### src/rtl/aesl_axis_block_sig_gen_if.sv
// rtl/aesl_axis_block_sig_gen_if.sv - stream observation and block-report bundle for the stall detector
interface aesl_axis_block_sig_gen_if #(
  parameter int NUM_CH = 1,
  parameter int IDX_W  = 1
);
  logic [NUM_CH-1:0] ch_tvalid;
  logic [NUM_CH-1:0] ch_tready;
  logic [NUM_CH-1:0] ch_is_input;
  logic              inst_idle;
  logic [NUM_CH-1:0] axis_block_sigs;
  logic              any_block;
  logic              first_blk_valid;
  logic [IDX_W-1:0]  first_blk_idx;

  modport master (
    output ch_tvalid, ch_tready, ch_is_input, inst_idle,
    input  axis_block_sigs, any_block, first_blk_valid, first_blk_idx
  );

  modport slave (
    input  ch_tvalid, ch_tready, ch_is_input, inst_idle,
    output axis_block_sigs, any_block, first_blk_valid, first_blk_idx
  );
endinterface

### src/rtl/aesl_axis_block_sig_gen.sv
// rtl/aesl_axis_block_sig_gen.sv - per-channel AXI-Stream stall detector with first-block latch
// Each channel counts consecutive stall cycles and raises its blocked flag once the threshold is reached.
module aesl_axis_block_sig_gen #(
  parameter int NUM_CH       = 1,
  parameter int STALL_THRESH = 16,
  parameter int CNT_W        = 16,
  parameter int IDX_W        = 1
) (
  input  logic                       clock,
  input  logic                       reset,
  aesl_axis_block_sig_gen_if.slave   bus
);

  typedef enum logic [1:0] {
    S_IDLE  = 2'd0,
    S_WAIT  = 2'd1,
    S_BLOCK = 2'd2
  } state_t;

  localparam logic [CNT_W-1:0] C_LAST = CNT_W'(STALL_THRESH - 1);

  state_t            r_state     [NUM_CH];
  logic [CNT_W-1:0]  r_cnt       [NUM_CH];
  state_t            w_state_nxt [NUM_CH];
  logic [CNT_W-1:0]  w_cnt_nxt   [NUM_CH];

  logic [NUM_CH-1:0] w_stall;
  logic [NUM_CH-1:0] w_blk_nxt;
  logic [NUM_CH-1:0] w_enter;
  logic [IDX_W-1:0]  w_enter_idx;

  logic [NUM_CH-1:0] r_block_sigs;
  logic              r_any_block;
  logic              r_first_valid;
  logic [IDX_W-1:0]  r_first_idx;

  always_comb begin
    w_stall     = '0;
    w_blk_nxt   = '0;
    w_enter     = '0;
    w_enter_idx = '0;
    for (int i = 0; i < NUM_CH; i++) begin
      w_state_nxt[i] = r_state[i];
      w_cnt_nxt[i]   = r_cnt[i];
      // Stall direction depends on who is supposed to move next on this stream
      if (bus.ch_is_input[i]) begin
        w_stall[i] = bus.ch_tready[i] & ~bus.ch_tvalid[i];
      end else begin
        w_stall[i] = bus.ch_tvalid[i] & ~bus.ch_tready[i];
      end

      if (bus.inst_idle) begin
        w_state_nxt[i] = S_IDLE;
        w_cnt_nxt[i]   = '0;
      end else begin
        case (r_state[i])
          S_IDLE: begin
            if (w_stall[i] && STALL_THRESH == 1) begin
              w_state_nxt[i] = S_BLOCK;
            end else if (w_stall[i]) begin
              w_state_nxt[i] = S_WAIT;
              w_cnt_nxt[i]   = CNT_W'(1);
            end
          end
          S_WAIT: begin
            if (w_stall[i] && r_cnt[i] == C_LAST) begin
              w_state_nxt[i] = S_BLOCK;
            end else if (w_stall[i]) begin
              w_cnt_nxt[i] = r_cnt[i] + CNT_W'(1);
            end else begin
              w_state_nxt[i] = S_IDLE;
              w_cnt_nxt[i]   = '0;
            end
          end
          S_BLOCK: begin
            if (!w_stall[i]) begin
              w_state_nxt[i] = S_IDLE;
              w_cnt_nxt[i]   = '0;
            end
          end
          default: begin
            w_state_nxt[i] = S_IDLE;
            w_cnt_nxt[i]   = '0;
          end
        endcase
      end

      w_blk_nxt[i] = (w_state_nxt[i] == S_BLOCK);
      w_enter[i]   = w_blk_nxt[i] && (r_state[i] != S_BLOCK);
    end

    // Descending scan so the lowest entering index is the one left standing
    for (int i = NUM_CH - 1; i >= 0; i--) begin
      if (w_enter[i]) begin
        w_enter_idx = IDX_W'(i);
      end
    end
  end

  always_ff @(posedge clock or posedge reset) begin
    if (reset) begin
      for (int i = 0; i < NUM_CH; i++) begin
        r_state[i] <= S_IDLE;
        r_cnt[i]   <= '0;
      end
    end else begin
      for (int i = 0; i < NUM_CH; i++) begin
        r_state[i] <= w_state_nxt[i];
        r_cnt[i]   <= w_cnt_nxt[i];
      end
    end
  end

  always_ff @(posedge clock or posedge reset) begin
    if (reset) begin
      r_block_sigs  <= '0;
      r_any_block   <= 1'b0;
      r_first_valid <= 1'b0;
      r_first_idx   <= '0;
    end else begin
      r_block_sigs <= w_blk_nxt;
      r_any_block  <= |w_blk_nxt;
      if (~|w_blk_nxt) begin
        r_first_valid <= 1'b0;
        r_first_idx   <= '0;
      end else if (!r_first_valid && |w_enter) begin
        r_first_valid <= 1'b1;
        r_first_idx   <= w_enter_idx;
      end
    end
  end

  assign bus.axis_block_sigs = r_block_sigs;
  assign bus.any_block       = r_any_block;
  assign bus.first_blk_valid = r_first_valid;
  assign bus.first_blk_idx   = r_first_idx;

endmodule

### src/flat_wrapper.sv
// flat-port wrapper written by rule: the top's interface ports become plain ports
module aesl_axis_block_sig_gen_flat 
#(
  parameter int NUM_CH       = 1,
  parameter int STALL_THRESH = 16,
  parameter int CNT_W        = 16,
  parameter int IDX_W        = 1
)
  (clock, reset, bus_ch_tvalid, bus_ch_tready, bus_ch_is_input, bus_inst_idle, bus_axis_block_sigs, bus_any_block, bus_first_blk_valid, bus_first_blk_idx);
  aesl_axis_block_sig_gen_if #(.NUM_CH(NUM_CH), .IDX_W(IDX_W)) bus_i ();
  input  logic clock;
  input  logic reset;
  input wire logic [$bits(bus_i.ch_tvalid)-1:0] bus_ch_tvalid;
  input wire logic [$bits(bus_i.ch_tready)-1:0] bus_ch_tready;
  input wire logic [$bits(bus_i.ch_is_input)-1:0] bus_ch_is_input;
  input wire logic [$bits(bus_i.inst_idle)-1:0] bus_inst_idle;
  output wire logic [$bits(bus_i.axis_block_sigs)-1:0] bus_axis_block_sigs;
  output wire logic [$bits(bus_i.any_block)-1:0] bus_any_block;
  output wire logic [$bits(bus_i.first_blk_valid)-1:0] bus_first_blk_valid;
  output wire logic [$bits(bus_i.first_blk_idx)-1:0] bus_first_blk_idx;
  assign bus_i.ch_tvalid = bus_ch_tvalid;
  assign bus_i.ch_tready = bus_ch_tready;
  assign bus_i.ch_is_input = bus_ch_is_input;
  assign bus_i.inst_idle = bus_inst_idle;
  assign bus_axis_block_sigs = bus_i.axis_block_sigs;
  assign bus_any_block = bus_i.any_block;
  assign bus_first_blk_valid = bus_i.first_blk_valid;
  assign bus_first_blk_idx = bus_i.first_blk_idx;
  aesl_axis_block_sig_gen #(.NUM_CH(NUM_CH), .STALL_THRESH(STALL_THRESH), .CNT_W(CNT_W), .IDX_W(IDX_W)) u_core (.clock(clock), .reset(reset), .bus(bus_i));
endmodule
### config.mk
export PLATFORM = sky130hd
export DESIGN_NAME = aesl_axis_block_sig_gen_flat
export DESIGN_NICKNAME = d
export VERILOG_FILES = /design/src/rtl/aesl_axis_block_sig_gen_if.sv /design/src/rtl/aesl_axis_block_sig_gen.sv /design/src/flat_wrapper.sv
export SDC_FILE = /design/constraint.sdc
export NUM_CORES = 1
export LEC_CHECK = 0
export BUFFER_PORTS_ARGS = -buffer_cell sky130_fd_sc_hd__buf_2
export CAP_MARGIN = 40
export CORE_UTILIZATION = 58
export CTS_CLUSTER_DIAMETER = 120
export DETAILED_ROUTE_END_ITERATION = 10
export HOLD_SLACK_MARGIN = 0.15
export PLACE_DENSITY = 0.78
export REMOVE_ABC_BUFFERS = 1
export SETUP_SLACK_MARGIN = 0.2
export SYNTH_ARGS = -nofsm -noshare
export SYNTH_HDL_FRONTEND = slang
export SYNTH_SLANG_ARGS = --single-unit
export TNS_END_PERCENT = 20
### constraint.sdc
create_clock -name clock -period 2.4 [get_ports clock]
set_input_delay 0.48 -clock clock [delete_from_list [all_inputs] [get_ports clock]]
set_output_delay 0.48 -clock clock [all_outputs]
set_load 0.1 [all_outputs]
* Yosys cells after proc, flatten, opt, wreduce, memory -nomap -nowiden
Cells that the tools add are included.
W data, S select, Z words.
** Word-level totals
- Register bits :: 21
- Word-level logic and storage cells :: 41
- Input port bits :: 6
** Operators by class
- Bitwise gates (word level) :: 4
- Equality and inequality tests :: 9
- Reduce and logical (&&, ||, !) cells :: 6
- Add/sub/neg operators :: 1
- Muxes and demuxes :: 16
** Operators with widths (number)
- $mux W16 :: 5
- $pmux W16 S3 :: 1
- $add A16 B1 Y16 const B :: 1
- $eq A16 B4 Y1 const B :: 1
- $mux W2 :: 4
- $ne A3 B3 Y1 const B :: 2
- $pmux W2 S3 :: 1
- $mux W1 :: 5
- $eq A2 B2 Y1 const B :: 2
- $ne A2 B2 Y1 const B :: 2
- $logic_and A1 B1 Y1 :: 3
- $ne A3 B2 Y1 const B :: 1
- $reduce_and A3 Y1 :: 1
- $and A1 B1 Y1 :: 2
- $eq A2 B1 Y1 const B :: 1
- $logic_not A2 Y1 :: 1
- $not A1 Y1 :: 2
- $logic_not A1 Y1 :: 1

* Depth between registers and ports, before layout
Gate-level depths: netlist of the first run.
- Depth after elaboration :: 12
- Mapped depth :: 7

* Worst setup path before layout of the first run
Ideal clock, no wire load.
- Path type :: register to output
- Start point :: register u_core.r_block_sigs (netlist: u_core.bus.axis_block_sigs)
- End point :: output port bus_axis_block_sigs
- Setup slack :: 596 ps
- Arrival :: 1324 ps
- Buffers on the path :: 1
- Data required time :: 1920 ps
- Stages on the path, launching flop included :: 2
- Cells stage by stage :: dfrtp_1 buf_4
** RTL lines
- from (decl) :: line aesl_axis_block_sig_gen.sv:32 : logic [NUM_CH-1:0] r_block_sigs;
- from (signal assigned) :: line aesl_axis_block_sig_gen.sv:121 : r_block_sigs <= w_blk_nxt;
- to (decl) :: line flat_wrapper.sv:17 : output wire logic [$bits(bus_i.axis_block_sigs)-1:0] bus_axis_block_sigs;
No word-level cell between the ends.

* Final worst setup path of the first run
- Start point :: register u_core.r_cnt[10] in the netlist's numbering
- End point :: register u_core.r_cnt[12] in the netlist's numbering
** Between the ends
- Cells in the longest elaborated chain, start to end :: 5
- Elaborated cells between the ends (all ways) :: 9
- Classes of those cells :: 1 x add/sub; 2 x eq/ne; 4 x mux; 2 x reduce/logical
** RTL lines
- from (decl) :: line aesl_axis_block_sig_gen.sv:23 : logic [CNT_W-1:0] r_cnt [NUM_CH];
- from (signal, indexed assignment) :: line aesl_axis_block_sig_gen.sv:109 : r_cnt[i] <= w_cnt_nxt[i];
- $add A16 B1 Y16 :: line aesl_axis_block_sig_gen.sv:69 : w_cnt_nxt[i] = r_cnt[i] + CNT_W'(1);
- $mux W16 :: line aesl_axis_block_sig_gen.sv:68 : end else if (w_stall[i]) begin
- $mux W16 :: line aesl_axis_block_sig_gen.sv:66 : if (w_stall[i] && r_cnt[i] == C_LAST) begin
- $pmux W16 S3 :: line aesl_axis_block_sig_gen.sv:56 : case (r_state[i])
- $mux W16 :: line aesl_axis_block_sig_gen.sv:52 : if (bus.inst_idle) begin
Several ways; a longest one is shown, not always the timed one. The select of a mux whose other input is x is not followed.
A chain may end at the register's enable or synchronous reset.

==> metrics.csv, run 1 <==
metric,value,unit
status,completed,
adder-cell area share of the yosys netlist,0.0101,
Area Growth Syn to Fin,5.14,%
wire length of the first global-routing pass,3970,um
sequential-to-total area share from yosys stat,0.403,
fraction of layout cells with a size suffix above 1,0.201,
maximum number of pins on one net before global-route repair,21,
Gate Count Post-Synth,128,
number of antenna repair diodes,0,
insertion delay to the later sink of the worst-skew pair,0.30,ns
post-layout instance area,1310,um2
worst path required time,2.63,ns
Overall Global Routing Usage,0.250,
Die Area,2330,um2
total cell area at the placement stage,1280,um2
number of placed I/O pins,10,
mean number of vias per cell,6.41,
wire length per cell,16.0,um
minimum clock period,2.00,ns
DRC viols,0,
share of flip-flops with an asynchronous set or reset,1.00,
CP Capture Type,register,
period utilization,0.832,
Slew Limit Headroom,0.488,
Core Region,1980,um2
Final Wtd Congestion,0.825,
worst flop-to-flop path endpoint,u_core.r_cnt[12],
clock slew at the register clock pins of the worst setup and hold paths,0.11,ns
number of sinks driven by the clock tree,20,
Yosys warning count,0,
via count of the first global-routing pass,890,
Iteration-0 DRC Markers,41,
DP Wirelength,1830,um
worst reg2reg path startpoint,u_core.r_cnt[10],
maximum root-to-sink buffer count,2,
synthesized-area fraction occupied by xor and xnor cells,0.0141,
static leakage,0.570,nW
minimum setup slack among reg-to-reg paths,0.40,ns
Post-CTS Hold Buffers,0,
data arrival time of the critical path,2.22,ns
Worst Clk Skew,0.00276,ns
most frequently used flop master after synthesis,sky130_fd_sc_hd__dfrtp_1,
die width,48.3,um
RSZ-0062 raised after global routing,false,
R2R depth,6,
WS Path Type,reg -> reg,
simple-gate area share of the yosys netlist,0.265,
critical-path maximum fanout,10,
startpoint class of the critical path,register,
multi-input combinational cell area,672,um2
combinational family with the most area after synthesis,simple AND/OR/NAND/NOR gates,
Total Neg Setup Slack,0,ns
port bufs,8,
Vert. Die Dim,48.3,um
count of nets after finishing,143,
standard-cell row count,16,
CTS tree,done,
Layout Utilization,0.659,
total chip power,556,uW
sum of overflow across all layers after global routing,0,
Setup Buffers After CTS,0,
count of pins over their slew limit,0,
number of iterations in the first detailed-routing pass,4,
Unique masters post-synth,47,
highest attainable clock frequency,0.501,GHz
CTS buffer count,3,
cell area after technology mapping,1240,um2
worst hold margin,0.296,ns
Sequential Area,500,um2
slew at the pin closest to its max-slew limit,0.767,ns
average cell area after synthesis,9.71,um2
largest voltage drop on the vdd net,0.200,mV
max-cap check violation count,0,
Layout fillers,163,
root buffer cell,sky130_fd_sc_hd__clkbuf_4,
compound-cell area share of the yosys netlist,0.241,
pwr dens,425,nW/um2
Hold Path Class,in -> async,
number of flops mapped to enable cells by yosys,0,
detailed-route wire length,2570,um
synthesized flop and latch total,20,
mux contribution to synthesized area,0.00806,
count of final hold-check violations,0,
# H-tree levels,1,
effective utilization at floorplan,0.627,
via count,1032,
endpoints failing setup,0,
post-CTS sizing,0,
residual antenna-violating net count after detailed routing,0,
number of antenna violations at the first check in global routing,0,
-- report_power, final --
group	internal (mW)	total [mW]	switching [mW]	leakage [nW]
combinational	0.0152	0.0513	0.0362	0.278
clock	0.0585	0.160	0.102	0.0138
sequential	0.339	0.344	0.00504	0.278
total	0.413	0.556	0.143	0.570
-- cell families after synthesis --
group                      after synthesis
muxes                                    1
AOI/OAI and AO/OA                       34
other                                    1
and+or+nand+nor                         57
DFF                                     20
adders and majority gates                1
buffers and inverters                   12
xor gates and xnor gates                 2
-- worst max-delay path, cell delays in order (launching register included) --
cell,delay [ns]
sky130_fd_sc_hd__dfrtp_1,0.45
sky130_fd_sc_hd__nor4_1,0.35
sky130_fd_sc_hd__nand2_1,0.15
sky130_fd_sc_hd__or3_4,0.43
sky130_fd_sc_hd__o32a_1,0.18
sky130_fd_sc_hd__buf_4,0.19
sky130_fd_sc_hd__a31oi_2,0.18
-- registers in the layout (all words and copies together) (netlist names) --
signal / flops
u_core.bus.axis_block_sigs: 1
u_core.bus.first_blk_valid: 1
u_core.r_cnt: 16
u_core.r_state: 2
-- metal layers --
layer  vias to the layer above  wire length, um  global-route usage
li1                        512                -                   -
met1                       496             1220               0.347
met2                        20             1230               0.405
met3                         4               97              0.0259
met4                         0               26              0.0889
met5                         -                0                   0
-- per-stage QoR --
step                      setup WS, ns  instances
after floorplan                  0.441        120
after global placement           0.407        158
after detailed placement         0.360        158
after CTS                        0.397        161
after global routing             0.226        161
final                            0.403        161
-- synthesized netlist by cell type, drive strengths merged, types with 2 or more instances --
cell     count  area share
dfrtp       20        0.40
nand2       10       0.030
nor2        10       0.032
a31oi        9       0.076
and3         7       0.036
buf          6       0.038
nand3        6       0.024
nor4         6       0.030
inv          4       0.012
nand4        4       0.020
o21ai        4       0.016
a221o        3       0.024
a41oi        3       0.021
nor3         3       0.012
or3          3       0.019
a21oi        2      0.0081
a2bb2oi      2       0.014
and4         2       0.014
clkbuf       2      0.0060
o21a         2       0.012
-- final cells by class --
type / count / area share
flip-flops and latches: 20 / 0.383
inverters: 4 / 0.0115
multi-input cells: 96 / 0.514
well taps: 27 / 0.0259
clock buffers: 3 / 0.0172
repair buffers: 11 / 0.0479
-- how the worst max path moves through the flow --
stage                                from               end  cells past startpoint
6_report                 u_core.r_cnt[10]  u_core.r_cnt[12]                      6
4_1_cts                  u_core.r_cnt[11]  u_core.r_cnt[12]                      6
5_1_grt                  u_core.r_cnt[10]   u_core.r_cnt[1]                      6
2_1_floorplan  u_core.bus.axis_block_sigs     bus_any_block                      0
3_3_place_gp                bus_inst_idle   u_core.r_cnt[2]                      6
3_5_place_dp              bus_ch_is_input  u_core.r_cnt[12]                      7
-- layout by cell type, fill, tap and decap left out, types with 2 or more instances in the layout --
cell	n
sky130_fd_sc_hd__dfrtp_1	20
sky130_fd_sc_hd__nand2_1	10
sky130_fd_sc_hd__nor2_1	9
sky130_fd_sc_hd__buf_2	8
sky130_fd_sc_hd__nor4_1	6
sky130_fd_sc_hd__nand3_1	6
sky130_fd_sc_hd__a31oi_2	6
sky130_fd_sc_hd__and3_1	6
sky130_fd_sc_hd__nand4_1	4
sky130_fd_sc_hd__inv_1	4
sky130_fd_sc_hd__nor3_1	3
sky130_fd_sc_hd__a221o_1	3
sky130_fd_sc_hd__a31oi_1	3
sky130_fd_sc_hd__a41oi_1	3
sky130_fd_sc_hd__clkbuf_4	3
sky130_fd_sc_hd__buf_4	3
sky130_fd_sc_hd__or3_1	2
sky130_fd_sc_hd__and4_1	2
sky130_fd_sc_hd__a21oi_1	2
sky130_fd_sc_hd__o21ai_1	2
sky130_fd_sc_hd__o21ai_0	2
sky130_fd_sc_hd__o21a_1	2
sky130_fd_sc_hd__a2bb2oi_1	2
(Power assumes the default switching activity.)
==> run 2, diff against run 1 <==
Settings changed: ABC_AREA set to 1, CORE_UTILIZATION 58 to 54, PLACE_DENSITY 0.78 to 0.75.
Clock period 2.4 ns to 1.6 ns, I/O delays scaled along.
==> run 2 against run 1 <==
Die area is 24% higher. Flip-flop and latch count unchanged. Critical path depth grew 3. Combinational power rose by 110%. Largest cell class unchanged. Setup slack got worse by 0.28 ns. Clock skew rose by 0.0013 ns. Register-to-register slack lost 0.28 ns. First-iteration DRC count decreased by 44%. Total power grew 55%.
==> metrics.csv, run 2 <==
metric,value,unit
count of pins over their slew limit,0,
minimum setup slack among reg-to-reg paths,0.13,ns
fraction of layout cells with a size suffix above 1,0.325,
DRC viols,0,
effective utilization at floorplan,0.577,
Vert. Die Dim,53.7,um
max FFs per register,16,
"commonest cells after routing, fill and taps aside","sky130_fd_sc_hd__nand2_1 (47), sky130_fd_sc_hd__nor2_1 (21), sky130_fd_sc_hd__nand3_1 (21), sky130_fd_sc_hd__inv_1 (20), sky130_fd_sc_hd__nand2_2 (20)",
end point of the most critical hold path,u_core.r_state[1],
Hold Path Class,in -> reg,
period utilization,0.920,
root buffer cell,sky130_fd_sc_hd__clkbuf_4,
die width,53.7,um
pwr dens,543,nW/um2
number of sinks driven by the clock tree,20,
most area-hungry cell type in the Yosys netlist,sky130_fd_sc_hd__dfrtp_1,
highest attainable clock frequency,0.679,GHz
count of final hold-check violations,0,
Gate Count Post-Synth,196,
DP Wirelength,1990,um
Unique masters post-synth,31,
synthesized flop and latch total,20,
sequential-to-total area share from yosys stat,0.347,
total chip power,863,uW
via count,1245,
wire length of the first global-routing pass,4650,um
# H-tree levels,1,
data arrival time of the critical path,1.72,ns
number of antenna violations at the first check in global routing,0,
Final Wtd Congestion,0.828,
Total Neg Setup Slack,0,ns
Layout fillers,215,
number of antenna repair diodes,0,
port bufs,8,
average cell area after synthesis,7.36,um2
clock slew at the register clock pins of the worst setup and hold paths,0.11,ns
startpoint class of the critical path,register,
most frequently used flop master after synthesis,sky130_fd_sc_hd__dfrtp_1,
maximum root-to-sink buffer count,2,
count of nets after finishing,218,
detailed-route wire length,2740,um
highest metal layer with signal wires,met4,
top cell types by occurrence after synthesis,"sky130_fd_sc_hd__nand2_1 (50), sky130_fd_sc_hd__nor2_1 (24), sky130_fd_sc_hd__inv_1 (21), sky130_fd_sc_hd__nand3_1 (21), sky130_fd_sc_hd__dfrtp_1 (20)",
Core Region,2500,um2
Area Growth Syn to Fin,10.1,%
via count of the first global-routing pass,1114,
R2R depth,9,
most flop-heavy register,u_core.r_cnt,
share of flip-flops with an asynchronous set or reset,1.00,
DRT met1 WL,1210,um
number of flops mapped to enable cells by yosys,0,
Worst Clk Skew,0.00404,ns
Overall Global Routing Usage,0.226,
Top Registers,"u_core.r_cnt: 16 flops, u_core.r_state: 2 flops",
area share of the largest cell type after synthesis,0.347,
sum of met2 wire segment lengths after detailed routing,1440,um
number of iterations in the first detailed-routing pass,4,
met3 wire len,62,um
critical-path maximum fanout,8,
max-cap check violation count,0,
status,completed,
static leakage,0.845,nW
"top cells by area, synth","sky130_fd_sc_hd__dfrtp_1 (35%), sky130_fd_sc_hd__nand2_1 (13%), sky130_fd_sc_hd__nand2_2 (7.4%)",
Yosys warning count,0,
WS Path Type,reg -> reg,
standard-cell row count,18,
CP Capture Type,register,
RSZ-0062 raised after global routing,true,
worst flop-to-flop path endpoint,u_core.r_cnt[3],
residual antenna-violating net count after detailed routing,0,
largest voltage drop on the vdd net,0.412,mV
maximum number of pins on one net before global-route repair,21,
worst reg2reg path startpoint,u_core.r_cnt[14],
worst path required time,1.85,ns
CTS buffer count,3,
number of placed I/O pins,10,
minimum clock period,1.47,ns
"leading cell type in the layout, fill and taps excluded",sky130_fd_sc_hd__nand2_1,
Iteration-0 DRC Markers,23,
most frequently used cell type in the post-synthesis netlist,sky130_fd_sc_hd__nand2_1,
endpoints failing setup,0,
sum of overflow across all layers after global routing,0,
cell area after technology mapping,1440,um2
Hold Path Origin,bus_inst_idle,
wire length per cell,11.5,um
CTS tree,done,
mean number of vias per cell,5.21,
Die Area,2880,um2
count of cells along the worst hold path,2,
insertion delay to the later sink of the worst-skew pair,0.30,ns
==> run 2: cells by family after synthesis <==
family	after synthesis	synth area share
AOI/OAI and AO/OA	6	0.0286
xor gates and xnor gates	2	0.0121
adders and majority gates	1	0.00867
buffers and inverters	29	0.102
DFF	20	0.347
other	1	0.00260
and+or+nand+nor	137	0.499
==> run 2: report_power, final <==
group	internal, mW	leakage (nW)	total, mW	switching, mW
clock	0.0879	0.0138	0.241	0.153
combinational	0.0340	0.565	0.109	0.0746
sequential	0.510	0.266	0.513	0.00356
total	0.631	0.845	0.863	0.231
==> run 2: worst max path at each step <==
stage / from / endpoint / slack [ns] / depth (start not counted)
3_3_place_gp: u_core.r_cnt[0] / u_core.r_cnt[3] / 0.10 / 9
5_1_grt: u_core.r_cnt[12] / u_core.r_cnt[0] / 0.02 / 9
6_report: u_core.r_cnt[14] / u_core.r_cnt[3] / 0.13 / 9
2_1_floorplan: u_core.bus.axis_block_sigs / bus_any_block / -0.20 / 0
4_1_cts: u_core.r_cnt[0] / u_core.r_cnt[11] / 0.13 / 8
3_5_place_dp: u_core.r_cnt[0] / u_core.r_cnt[3] / 0.03 / 9
==> run 2: metal layers <==
layer,vias to the layer above,global-route usage
met5,-,0
met4,0,0.0833
met3,5,0.0395
met2,19,0.399
met1,578,0.271
li1,643,-
==> run 2: stage by stage <==
stage	util	hold slack (ns)	std cells	area, um2	setup WS, ns
final	0.635	0.192	239	1590	0.128
after global routing	0.635	0.192	239	1590	0.0221
after CTS	0.617	0.187	237	1540	0.133
after detailed placement	0.590	0.358	230	1470	0.0315
after global placement	0.590	0.354	230	1470	0.101
after floorplan	-	0.284	190	1380	-0.199
==> run 2: cell type report <==
cell class / count / area, um2 / share of cell area
Inverter: 23 / 86.3 / 0.0544
Multi-Input combinational cell: 148 / 837 / 0.527
Clock buffer: 3 / 22.5 / 0.0142
Timing Repair Buffer: 15 / 95.1 / 0.0599
Tap cell: 30 / 37.5 / 0.0236
Sequential cell: 20 / 509 / 0.321
==> run 2: what timing repair did <==
action	4_1_cts	5_1_grt
setup buffers	2	2
gates cloned	1	0
resized for setup	3	14
endpoints found under the hold margin	20	0
hold buffers	1	0
endpoints found under the setup margin	22	22
pin swaps	0	5
==> run 2: worst max-delay path, stage by stage, from the launching register on <==
cell,delay (ns)
sky130_fd_sc_hd__dfrtp_2,0.47
sky130_fd_sc_hd__nor2_1,0.12
sky130_fd_sc_hd__nand2_1,0.07
sky130_fd_sc_hd__nor2_2,0.11
sky130_fd_sc_hd__nand2_1,0.07
sky130_fd_sc_hd__nor2_2,0.09
sky130_fd_sc_hd__nand3_2,0.14
sky130_fd_sc_hd__nand3_4,0.21
sky130_fd_sc_hd__nand2_1,0.08
sky130_fd_sc_hd__nand2_1,0.06
